<file path="src/rtl/cp0_exc_unit.sv">
// cp0_exc_unit: MIPS-style coprocessor 0 at the MEM/WB commit point.
// Holds BadVAddr, Count, Compare, Status, Cause and EPC, decides exception
// and eret commits, and drives flush/new_pc toward instruction fetch.
// Optional feature macro: CP0_TIMER_EN adds the Compare register and the
// Count==Compare timer interrupt (Cause.TI, routed onto IP[7]).
module cp0_exc_unit #(
    parameter int          HW_INT_NUM = 6,
    parameter int          COUNT_DIV  = 2,
    parameter logic [31:0] EXC_VECTOR = 32'hBFC00380
) (
    input  logic                  clk,
    input  logic                  rst,
    input  logic [HW_INT_NUM-1:0] hw_int,
    input  logic                  inst_valid,
    input  logic [6:0]            exc_vec,
    input  logic                  is_eret,
    input  logic                  in_delay_slot,
    input  logic [31:0]           cur_pc,
    input  logic [31:0]           bad_addr,
    input  logic                  mtc0_we,
    input  logic [4:0]            cp0_addr,
    input  logic [31:0]           mtc0_wdata,
    output logic [31:0]           mfc0_rdata,
    output logic                  flush,
    output logic [31:0]           new_pc,
    output logic                  int_pending
);

    // Register numbers
    localparam logic [4:0] REG_BADVADDR = 5'd8;
    localparam logic [4:0] REG_COUNT    = 5'd9;
    localparam logic [4:0] REG_COMPARE  = 5'd11;
    localparam logic [4:0] REG_STATUS   = 5'd12;
    localparam logic [4:0] REG_CAUSE    = 5'd13;
    localparam logic [4:0] REG_EPC      = 5'd14;

    // Exception codes
    localparam logic [4:0] EXC_INT  = 5'h00;
    localparam logic [4:0] EXC_ADEL = 5'h04;
    localparam logic [4:0] EXC_ADES = 5'h05;
    localparam logic [4:0] EXC_SYS  = 5'h08;
    localparam logic [4:0] EXC_BP   = 5'h09;
    localparam logic [4:0] EXC_RI   = 5'h0A;
    localparam logic [4:0] EXC_OV   = 5'h0C;

    // exc_vec bit positions: {pc_adel, ri, ov, sys, bp, adel, ades}
    localparam int B_PC_ADEL = 6;
    localparam int B_RI      = 5;
    localparam int B_OV      = 4;
    localparam int B_SYS     = 3;
    localparam int B_BP      = 2;
    localparam int B_ADEL    = 1;
    localparam int B_ADES    = 0;

    // Divider width; a divide-by-one build keeps a single constant-zero bit.
    localparam int DIV_W = (COUNT_DIV > 1) ? $clog2(COUNT_DIV) : 1;
    localparam logic [DIV_W-1:0] DIV_LAST = DIV_W'(COUNT_DIV - 1);

    // Architectural state
    logic [31:0]      badvaddr;
    logic [31:0]      count;
    logic [DIV_W-1:0] div_cnt;
    logic [7:0]       status_im;
    logic             status_exl;
    logic             status_ie;
    logic             cause_bd;
    logic [4:0]       cause_code;
    logic [1:0]       ip_sw;
    logic [5:0]       ip_hw;
    logic [31:0]      epc;
    logic             ti;

    // Derived signals
    logic [5:0]  hw_ext;
    logic [7:0]  ip;
    logic [31:0] status_rd;
    logic [31:0] cause_rd;
    logic [31:0] compare_rd;
    logic        any_exc;
    logic        exc_taken;
    logic        eret_taken;
    logic        mtc0_ok;
    logic [4:0]  exc_code;
    logic        wr_badv_pc;
    logic        wr_badv_addr;

    // Zero-extend the hardware interrupt lines onto the six IP[7:2] slots
    always_comb begin
        hw_ext                 = '0;
        hw_ext[HW_INT_NUM-1:0] = hw_int;
    end

    // Full pending vector: timer shares IP[7] with the top hardware line
    assign ip = {ip_hw[5] | ti, ip_hw[4:0], ip_sw};

    assign int_pending = (|(ip & status_im)) & status_ie & ~status_exl;
    assign any_exc     = int_pending | (|exc_vec);
    assign exc_taken   = inst_valid & any_exc;
    assign eret_taken  = inst_valid & is_eret & ~any_exc;
    // A register write only lands from a committing instruction that did not trap.
    assign mtc0_ok     = inst_valid & mtc0_we & ~any_exc;

    // Reset forces flush low at once, independent of the commit inputs.
    assign flush  = rst & (exc_taken | eret_taken);
    assign new_pc = exc_taken ? EXC_VECTOR : epc;

    // Prioritised cause selection; also decides which BadVAddr source applies
    always_comb begin
        exc_code     = EXC_INT;
        wr_badv_pc   = 1'b0;
        wr_badv_addr = 1'b0;
        if (int_pending) begin
            exc_code = EXC_INT;
        end else if (exc_vec[B_PC_ADEL]) begin
            exc_code   = EXC_ADEL;
            wr_badv_pc = 1'b1;
        end else if (exc_vec[B_RI]) begin
            exc_code = EXC_RI;
        end else if (exc_vec[B_OV]) begin
            exc_code = EXC_OV;
        end else if (exc_vec[B_SYS]) begin
            exc_code = EXC_SYS;
        end else if (exc_vec[B_BP]) begin
            exc_code = EXC_BP;
        end else if (exc_vec[B_ADEL]) begin
            exc_code     = EXC_ADEL;
            wr_badv_addr = 1'b1;
        end else if (exc_vec[B_ADES]) begin
            exc_code     = EXC_ADES;
            wr_badv_addr = 1'b1;
        end
    end

    // Count advances once per COUNT_DIV clocks; an mtc0 load restarts the divider
    always_ff @(posedge clk or negedge rst) begin
        if (!rst) begin
            count   <= '0;
            div_cnt <= '0;
        end else if (mtc0_ok && cp0_addr == REG_COUNT) begin
            count   <= mtc0_wdata;
            div_cnt <= '0;
        end else if (div_cnt == DIV_LAST) begin
            count   <= count + 32'd1;
            div_cnt <= '0;
        end else begin
            div_cnt <= div_cnt + DIV_W'(1);
        end
    end

`ifdef CP0_TIMER_EN
    logic [31:0] compare;

    // Compare register; every accepted write also acknowledges the timer
    always_ff @(posedge clk or negedge rst) begin
        if (!rst) begin
            compare <= '0;
        end else if (mtc0_ok && cp0_addr == REG_COMPARE) begin
            compare <= mtc0_wdata;
        end
    end

    // Sticky timer flag; an acknowledge in the same cycle as a match wins
    always_ff @(posedge clk or negedge rst) begin
        if (!rst) begin
            ti <= 1'b0;
        end else if (mtc0_ok && cp0_addr == REG_COMPARE) begin
            ti <= 1'b0;
        end else if (compare != 32'd0 && count == compare) begin
            ti <= 1'b1;
        end
    end

    assign compare_rd = compare;
`else
    assign ti         = 1'b0;
    assign compare_rd = 32'd0;
`endif

    // Status: exception entry sets EXL, eret clears it, mtc0 writes IM/EXL/IE
    always_ff @(posedge clk or negedge rst) begin
        if (!rst) begin
            status_im  <= '0;
            status_exl <= 1'b0;
            status_ie  <= 1'b0;
        end else if (exc_taken) begin
            status_exl <= 1'b1;
        end else begin
            if (mtc0_ok && cp0_addr == REG_STATUS) begin
                status_im  <= mtc0_wdata[15:8];
                status_exl <= mtc0_wdata[1];
                status_ie  <= mtc0_wdata[0];
            end
            if (eret_taken) begin
                status_exl <= 1'b0;
            end
        end
    end

    // Hardware IP bits sample the request lines every cycle
    always_ff @(posedge clk or negedge rst) begin
        if (!rst) begin
            ip_hw <= '0;
        end else begin
            ip_hw <= hw_ext;
        end
    end

    // Cause: ExcCode always follows a taken exception; BD only on first entry
    always_ff @(posedge clk or negedge rst) begin
        if (!rst) begin
            cause_bd   <= 1'b0;
            cause_code <= '0;
            ip_sw      <= '0;
        end else if (exc_taken) begin
            cause_code <= exc_code;
            if (!status_exl) begin
                cause_bd <= in_delay_slot;
            end
        end else if (mtc0_ok && cp0_addr == REG_CAUSE) begin
            ip_sw <= mtc0_wdata[9:8];
        end
    end

    // EPC: captured on first exception entry (nested entries keep the original)
    always_ff @(posedge clk or negedge rst) begin
        if (!rst) begin
            epc <= '0;
        end else if (exc_taken) begin
            if (!status_exl) begin
                epc <= in_delay_slot ? (cur_pc - 32'd4) : cur_pc;
            end
        end else if (mtc0_ok && cp0_addr == REG_EPC) begin
            epc <= mtc0_wdata;
        end
    end

    // BadVAddr: written only by the address-error exception actually selected
    always_ff @(posedge clk or negedge rst) begin
        if (!rst) begin
            badvaddr <= '0;
        end else if (exc_taken && wr_badv_pc) begin
            badvaddr <= cur_pc;
        end else if (exc_taken && wr_badv_addr) begin
            badvaddr <= bad_addr;
        end
    end

    assign status_rd = {9'd0, 1'b1, 6'd0, status_im, 6'd0, status_exl, status_ie};
    assign cause_rd  = {cause_bd, ti, 14'd0, ip, 1'b0, cause_code, 2'b00};

    // mfc0 read mux from current register contents (no write bypass)
    always_comb begin
        mfc0_rdata = 32'd0;
        case (cp0_addr)
            REG_BADVADDR: mfc0_rdata = badvaddr;
            REG_COUNT:    mfc0_rdata = count;
            REG_COMPARE:  mfc0_rdata = compare_rd;
            REG_STATUS:   mfc0_rdata = status_rd;
            REG_CAUSE:    mfc0_rdata = cause_rd;
            REG_EPC:      mfc0_rdata = epc;
            default:      mfc0_rdata = 32'd0;
        endcase
    end

endmodule

</file>
<file path="config.mk">
export PLATFORM = sky130hd
export DESIGN_NAME = cp0_exc_unit
export DESIGN_NICKNAME = d
export VERILOG_FILES = /design/src/rtl/cp0_exc_unit.sv
export SDC_FILE = /design/constraint.sdc
export NUM_CORES = 1
export LEC_CHECK = 0
export BUFFER_PORTS_ARGS = -buffer_cell sky130_fd_sc_hd__buf_2
export CORE_MARGIN = 10
export CORE_UTILIZATION = 58
export DETAILED_ROUTE_END_ITERATION = 8
export GPL_ROUTABILITY_DRIVEN = 0
export GPL_TIMING_DRIVEN = 0
export PLACE_DENSITY = 0.86
export SYNTH_ARGS = -nofsm -noshare
export SYNTH_HDL_FRONTEND = slang
export SYNTH_SLANG_ARGS = --single-unit
</file>
<file path="constraint.sdc">
create_clock -name clk -period 3.9 [get_ports clk]
set_input_delay 0.585 -clock clk [delete_from_list [all_inputs] [get_ports clk]]
set_output_delay 0.585 -clock clk [all_outputs]
set_load 0.01 [all_outputs]
</file>
---- After elaboration in Yosys (flattened, before gate mapping) ----
Index checks and enable logic that the tools add are counted.
storage, ports and cells
  word-level logic and storage cells ...... 83
  flip-flop bits (word level) ............. 121
cells by class
  muxes and demuxes ....................... 33
  equal/unequal tests ..................... 6
  reduce and logical (&&, ||, !) cells .... 16
  $add $sub $neg .......................... 3
  bitwise operators ....................... 14
operators by type and width
  cell                     number
  $mux W32                 9
  $pmux W32 S5             1
  $add A32 B1 Y32 const B  1
  $sub A32 B3 Y32 const B  1
  $eq A5 B4 Y1 const B     5
  $mux W4                  5
  $mux W1                  15
  $and A1 B1 Y1            8
  $and A8 B8 Y8            1
  $reduce_and A2 Y1        4
  $reduce_or A8 Y1         1
  $reduce_or A7 Y1         1
  $logic_and A1 B1 Y1      6
  $mux W3                  2
  $reduce_bool A2 Y1       3
  $mux W5                  1
  $not A1 Y1               3
  $reduce_bool A3 Y1       1
  $ne A2 B2 Y1 const B     1
  $or A1 B1 Y1             2
  $add A1 B1 Y1 const B    1

---- Longest topological paths before layout ----
Gate-level depths: netlist (run 1).
  depth after elaboration ................. 11
  gate-level depth with buffers ........... 9
  mapped depth without buffers ............ 7

---- Least setup slack after synthesis (run 1) ----
OpenSTA, ideal clock, no wires.
  kind .................................... input -> output
  start ................................... in exc_vec[2]
  end ..................................... out flush
  path buffers ............................ 2
  data arrival time ....................... 2.269 ns
  cell stages on the path ................. 6
  required time ........................... 3.315 ns
  path slack .............................. 1.046 ns
  cells stage by stage .................... nor4_1 -> nor2b_1 -> a31oi_1 -> buf_1 -> clkbuf_1 -> o21a_1
between the ends
  word-level cells in the longest chain between the ends .. 6
  elaborated cells between the ends (all ways) .. 7
  classes of those cells .................. bitwise (6); reduce/logical (1)
ends and longest elaborated chain
  item                line  RTL
  start: declaration  15    input logic [6:0] exc_vec,
  $reduce_or A7 Y1 *  97    assign any_exc = int_pending | (|exc_vec);
  $or A1 B1 Y1 *      97
  $not A1 Y1          99    assign eret_taken = inst_valid & is_eret & ~any_exc;
  $and A1 B1 Y1       99
  $or A1 B1 Y1 *      104   assign flush = rst & (exc_taken | eret_taken);
  $and A1 B1 Y1 *     104
  end: declaration    24    output logic flush,
Mark *: on every way between the ends. The rest lies on a longest branch, timed or not.

---- Final worst setup path (run 1) ----
  start ................................... reg status_im[6]
  end ..................................... out new_pc[19]
between the ends
  word-level cells in the longest chain between the ends .. 7
ends and longest elaborated chain
  item                        line  RTL
  start: declaration          63    logic [7:0] status_im;
  start signal: assignment    189   status_im <= mtc0_wdata[15:8];
  $and A8 B8 Y8               96    assign int_pending = (|(ip & status_im)) & status_ie & ~status_exl;
  $reduce_or A8 Y1            96
  $and A1 B1 Y1 (2 in a row)  96
  $or A1 B1 Y1                97
  $and A1 B1 Y1               98    assign exc_taken = inst_valid & any_exc;
  $mux W32                    105   assign new_pc = exc_taken ? EXC_VECTOR : epc;
  end: declaration            25    output logic [31:0] new_pc,
No other way between the ends.

==> results of run 1 <==
## layout make-up
type                            count  area (um^2)  area share
Sequential cell                   120         3000       0.328
Inverter                           12         45.0     0.00492
Tap cell                          172          215      0.0235
Timing Repair Buffer              182          940       0.103
Clock inverter                      7          163      0.0178
Buffer                             61          245      0.0268
Multi-Input combinational cell    661         4050       0.442
Clock buffer                       25          495      0.0541
## final timing paths
check,to,from
worst max-delay path,new_pc[19],status_im[6]
worst min-delay path,badvaddr[1],rst
worst max register to register,epc[11],status_im[6]
worst min register to register,cause_code[1],cause_code[1]
max in group asynchronous,count[27],rst
min in group clk,ip_hw[5],hw_int[5]
## cells by family (layout without fill, tap and decap cells)
family	count (synthesis)	in the layout	synth area share
AND/OR/NAND/NOR	384	384	0.264
multiplexers	38	38	0.0539
flip-flops	120	120	0.409
buffers and inverters	73	287	0.0391
adder cells (fa/ha/maj)	2	2	0.00341
AO/OA/AOI/OAI	190	190	0.174
XOR/XNOR	47	47	0.0561
## metal layers
layer,vias to the layer above,global-route usage
met5,-,0
met4,0,0.181
met3,157,0.129
met2,768,0.483
met1,3900,0.395
li1,3504,-
## stage by stage
stage	hold slack [ns]	utilization	worst slack, ns	std cells
final	-0.00449	0.731	-0.0181	1240
after CTS	0.00108	0.731	0.0256	1240
after global routing	0.00438	0.731	-0.0937	1240
after floorplan	0.289	-	1.05	854
after global placement	0.467	0.676	0.205	1207
after detailed placement	0.446	0.678	0.139	1208
## report_power, final
group / switching (uW) / internal (uW) / leakage, uW / total (uW)
logic: 307 / 224 / 0.00247 / 531
clock network: 576 / 1200 / 0.000318 / 1780
registers: 134 / 1380 / 0.00152 / 1510
## what timing repair did
action | in CTS | in global routing
buffers inserted | 0 | 0
gates resized for setup | 0 | 5
endpoints found under the hold margin | 0 | 0
setup endpoints to repair | 0 | 25
## layout by cell type (no fill, tap or decap), drive strengths merged, types with 4 or more instances in the layout
master	n
xor2	19
clkbuf	77
o31a	8
nor3	26
o21a	6
and2	21
mux2i	26
bufinv	5
nand4	13
nor2	68
or3	6
mux2	12
or2	5
or4	9
xnor2	28
a21oi	62
a222oi	8
dfrtp	120
o31ai	13
a22oi	42
o221ai	5
a22o	12
nor2b	4
o21ai	31
nand2b	17
and3	8
buf	191
nor4	29
nand3	67
nand2	101
inv	12
## sequential cells by signal (all words and copies together) (netlist names)
signal / flops
ip_sw: 2
count: 32
div_cnt: 1
badvaddr: 32
cause_bd: 1
cause_code: 4
status_im: 8
status_ie: 1
ip_hw: 6
epc: 32
status_exl: 1
## synthesized netlist by cell type (2+ instances only)
cell and instances:
a21oi_1 62, a222oi_1 8, a22o_1 12, a22oi_1 42, and2_1 21, and3_1 8
and4_1 3, buf_1 3, buf_2 7, clkbuf_1 50, dfrtp_1 120, ha_1 2
inv_1 11, mux2_2 12, mux2i_1 26, nand2_1 101, nand2b_1 17, nand3_1 67
nand4_1 13, nand4bb_1 2, nor2_1 68, nor2b_1 4, nor3_1 26, nor4_1 27
nor4b_2 2, o21a_1 6, o21ai_0 29, o21ai_1 2, o221ai_1 5, o31a_1 8
o31ai_1 12, or2_2 5, or3_1 6, or4_1 9, xnor2_1 28, xor2_1 19
==> results.sh, run 1 <==
export IMPL_outcome="finished with violations"
export IMPL_violations="DRC, hold timing, capacitance limit, setup timing"
export IMPL_setup_violations=4
export IMPL_cts_tree="done"
export IMPL_slowest_delay_ns=0.64
export IMPL_htreeDepth=4
export IMPL_cp_depth=7
export IMPL_grt_ovfl_total=0
export IMPL_rsz0062_at_grt="true"
export IMPL_cp_arrival_ns=3.33
export IMPL_floorplan_initialDensity=0.586
export IMPL_critPathBufInv=3
export IMPL_n_antenna_cell=0
export IMPL_power_density_nw_per_um2=417
export IMPL_synth_edf_count=0
export IMPL_netlist_area_um2=7340
export IMPL_cts_made_buffers=17
export IMPL_die_h_um=132
export IMPL_crit_chain="a22o_1 -> o41ai_4 -> inv_2 -> o31ai_4 -> clkbuf_1 -> and2_1 -> buf_2"
export IMPL_ys_seq_area_frac=0.409
export IMPL_area_growth_pct=24.8
export IMPL_dr_pass1_iters=9
export IMPL_end_kind="output port"
export IMPL_drc=1
export IMPL_vias_per_cell=6.72
export IMPL_vdd_drop_max_mv=0.374
export IMPL_hp_class="primary input to async pin"
export IMPL_die_w_um=132
export IMPL_synth_top_area_frac=0.409
export IMPL_critPathKind="flip-flop to output port"
export IMPL_r2r_setup_slack_ns=0.56
export IMPL_wl_met1_mm=10.4
export IMPL_path_delay_family="compound AO/OA/AOI/OAI gates"
export IMPL_grtUsageTotal=0.325
export IMPL_drv_slew=0
export IMPL_slowest_stage="o41ai_4"
export IMPL_skew_ns=0.0105
export IMPL_max_slew_margin=0.0216
export IMPL_grt_pass1_vias=8300
export IMPL_boundaryPins=186
export IMPL_yosysWarnings=0
export IMPL_syn_area_per_cell_um2=8.59
export IMPL_fin_nets=1177
export IMPL_tightest_slew_ns=1.45
export IMPL_total_power_uw=3820
export IMPL_clk_path_buf_depth=2
export IMPL_syn_nets=976
export IMPL_synthArstFlopShare=1.00
export IMPL_synthCells=854
export IMPL_whs_ns=-0.00449
export IMPL_cp_required_ns=3.31
export IMPL_fill_cells=978
export IMPL_drive_gt1_frac=0.229
export IMPL_wirelength_mm=29.4
export IMPL_holdBufCountCts=0
export IMPL_period_share=1.00
export IMPL_cts_sinks=120
export IMPL_drt_iter0_markers=1434
export IMPL_antenna_left=0
export IMPL_grt_max_degree=102
export IMPL_timing_final_ws_setup_ns=-0.0181
export IMPL_wl_met2_mm=12.9
export IMPL_port_buffer_count=181
export IMPL_wl_met3_mm=4.46
export IMPL_yosys_cell_types_count=47
export IMPL_antenna_found_initial=0
export IMPL_ctsRootBufferMaster="clkbuf_16"
export IMPL_synth_area_leaders="dfrtp_1 41%, nand2_1 5.2%, nand3_1 4.6%"
export IMPL_final_area_um2=9150
export IMPL_grt_pass1_wl_mm=45.3
export IMPL_avgRoutedWirePerCell_um=23.7
export IMPL_fin_crit_ns=3.92
export IMPL_hold_viol=5
export IMPL_highest_layer="met4"
export IMPL_coreArea_um2=12500
export IMPL_dpl_hpwl_mm=20.8
export IMPL_max_freq_ghz=0.255
export IMPL_crit_path_max_fanout=10
export IMPL_ys_ff_latch=120
export IMPL_fin_tns_setup_ns=-0.0439
export IMPL_r2r_cells=8
export IMPL_synth_top_area_cell="dfrtp_1"
export IMPL_startpoint_type="flip-flop"
export IMPL_maxCapViolations=1
export IMPL_clkTransAtPathRegs_ns=0.06
export IMPL_die_area_um2=17500
export IMPL_clk_latency_ns=0.44
export IMPL_rows=41
export IMPL_ys_flop_type="dfrtp_1"
export IMPL_p_leak_uw=0.00431
export IMPL_place_area_um2=8490
export IMPL_vias=8329
No activity file was read; power rests on OpenSTA's default activity.
==> run 2: changes to the inputs <==
- clock period: 3.9 -> 5.1 ns (I/O delays scaled with it)
==> run 2 against run 1 <==
The run now ends clean. First-iteration DRC count up 0.35%. Sequential power is 23% lower. Clock skew rose by 0.0054 ns. Clock-buffer cell count unchanged. Critical endpoint is now mfc0_rdata[2]. Non-clock buffer count is the same. Register-to-register slack improved by 1.2 ns.
==> results.sh, run 2 (synthesized netlist as in run 1, its figures left out) <==
export IMPL_boundaryPins=186
export IMPL_grt_max_degree=102
export IMPL_maxCapViolations=0
export IMPL_fin_crit_ns=4.37
export IMPL_cts_sinks=120
export IMPL_grt_pass1_vias=8257
export IMPL_vdd_drop_max_mv=0.285
export IMPL_holdBufCountCts=0
export IMPL_whs_ns=0.168
export IMPL_hp_class="primary input to async pin"
export IMPL_cts_tree="done"
export IMPL_fin_nets=1177
export IMPL_n_antenna_cell=0
export IMPL_hold_viol=0
export IMPL_period_share=0.857
export IMPL_wirelength_mm=29.4
export IMPL_vias=8326
export IMPL_die_w_um=132
export IMPL_clk_path_buf_depth=2
export IMPL_outcome="complete, no violations"
export IMPL_port_buffer_count=181
export IMPL_dpl_hpwl_mm=20.8
export IMPL_die_h_um=132
export IMPL_vias_per_cell=6.71
export IMPL_startpoint_type="primary input"
export IMPL_final_common_cell="buf_2"
export IMPL_drc=0
export IMPL_power_density_nw_per_um2=319
export IMPL_fin_tns_setup_ns=0
export IMPL_ctsRootBufferMaster="clkbuf_16"
export IMPL_final_cell_mix="187 x buf_2, 120 x dfrtp_1, 101 x nand2_1"
export IMPL_clkTransAtPathRegs_ns=0.05
export IMPL_antenna_found_initial=0
export IMPL_setup_violations=0
export IMPL_rsz0062_at_grt="false"
export IMPL_skew_ns=0.0158
export IMPL_grt_pass1_wl_mm=45.3
export IMPL_reg_top3="badvaddr x32, count x32, epc x32"
export IMPL_pre_cts_slack_ns=0.979
export IMPL_critPathKind="primary input to output port"
export IMPL_cts_made_buffers=17
export IMPL_cp_required_ns=4.34
export IMPL_floorplan_initialDensity=0.586
export IMPL_p_leak_uw=0.00430
export IMPL_cp_arrival_ns=3.61
export IMPL_clk_latency_ns=0.45
export IMPL_max_slew_margin=0.0563
export IMPL_drt_iter0_markers=1439
export IMPL_drive_gt1_frac=0.227
export IMPL_dr_pass1_iters=9
export IMPL_drv_slew=0
export IMPL_postCtsResizedCells=0
export IMPL_die_area_um2=17500
export IMPL_total_power_uw=2920
export IMPL_rows=41
export IMPL_avgRoutedWirePerCell_um=23.7
export IMPL_max_freq_ghz=0.229
export IMPL_area_growth_pct=24.7
export IMPL_coreArea_um2=12500
export IMPL_end_kind="output port"
export IMPL_htreeDepth=4
export IMPL_grt_ovfl_total=0
export IMPL_timing_final_ws_setup_ns=0.730
export IMPL_grtUsageTotal=0.325
export IMPL_antenna_left=0
export IMPL_crit_path_max_fanout=10
export IMPL_post_cts_buffers=0
export IMPL_tightest_slew_ns=1.40
export IMPL_finish_utilization=0.731
==> run 2: cell types whose count changed in the layout (fill, tap and decap cells not counted) <==
| cell | previous run | this run |
|---|---|---|
| clkbuf_2 | 3 | 0 |
| buf_1 | 1 | 3 |
| clkbuf_1 | 53 | 54 |
==> run 2: worst paths after layout <==
check                               from       endpoint  slack [ns]  cells past startpoint
setup reg to reg            status_im[6]        epc[11]        1.75                      8
hold reg to reg            cause_code[1]  cause_code[1]        0.49                      2
hold / removal                       rst    badvaddr[1]        0.17                      1
setup / recovery             cp0_addr[4]  mfc0_rdata[2]        0.73                      9
min in group clk               hw_int[5]       ip_hw[5]        0.43                      1
max in group asynchronous            rst      count[19]        4.15                      2
==> run 2: cell type report <==
type	instances	area (um^2)
clock inverters	7	163
fillers	979	3370
flip-flops and latches	120	3000
clock buffers	25	495
multi-input cells	661	4050
repair buffers	182	940
well taps	172	215
inverters	12	45.0
plain buffers	61	241
==> run 2: through the flow <==
stage,area (um^2),instances
final,9150,1240
after global routing,9150,1240
after CTS,9150,1240
after detailed placement,8490,1208
after global placement,8460,1207
after floorplan,7340,854
==> run 2: worst max-delay path, stage by stage <==
cell and delay [ns]:
buf_2 0.11, nand2b_1 0.17, or3_1 0.45, nor2_1 0.20, clkbuf_1 0.63, buf_1 0.72, a22oi_1 0.20, o21ai_0 0.18
buf_2 0.18
==> run 2: where the power goes <==
| group | switching [uW] | internal [uW] |
|---|---|---|
| clock | 443 | 917 |
| combinational | 235 | 171 |
| sequential | 104 | 1050 |
==> run 2: layer usage <==
metal  up-vias  global-route usage  part of all wire
met3       164               0.124              0.15
li1       3506                   -                 -
met5         -                   0                 0
met4         0               0.176             0.053
met1      3876               0.399              0.36
met2       780               0.483              0.45
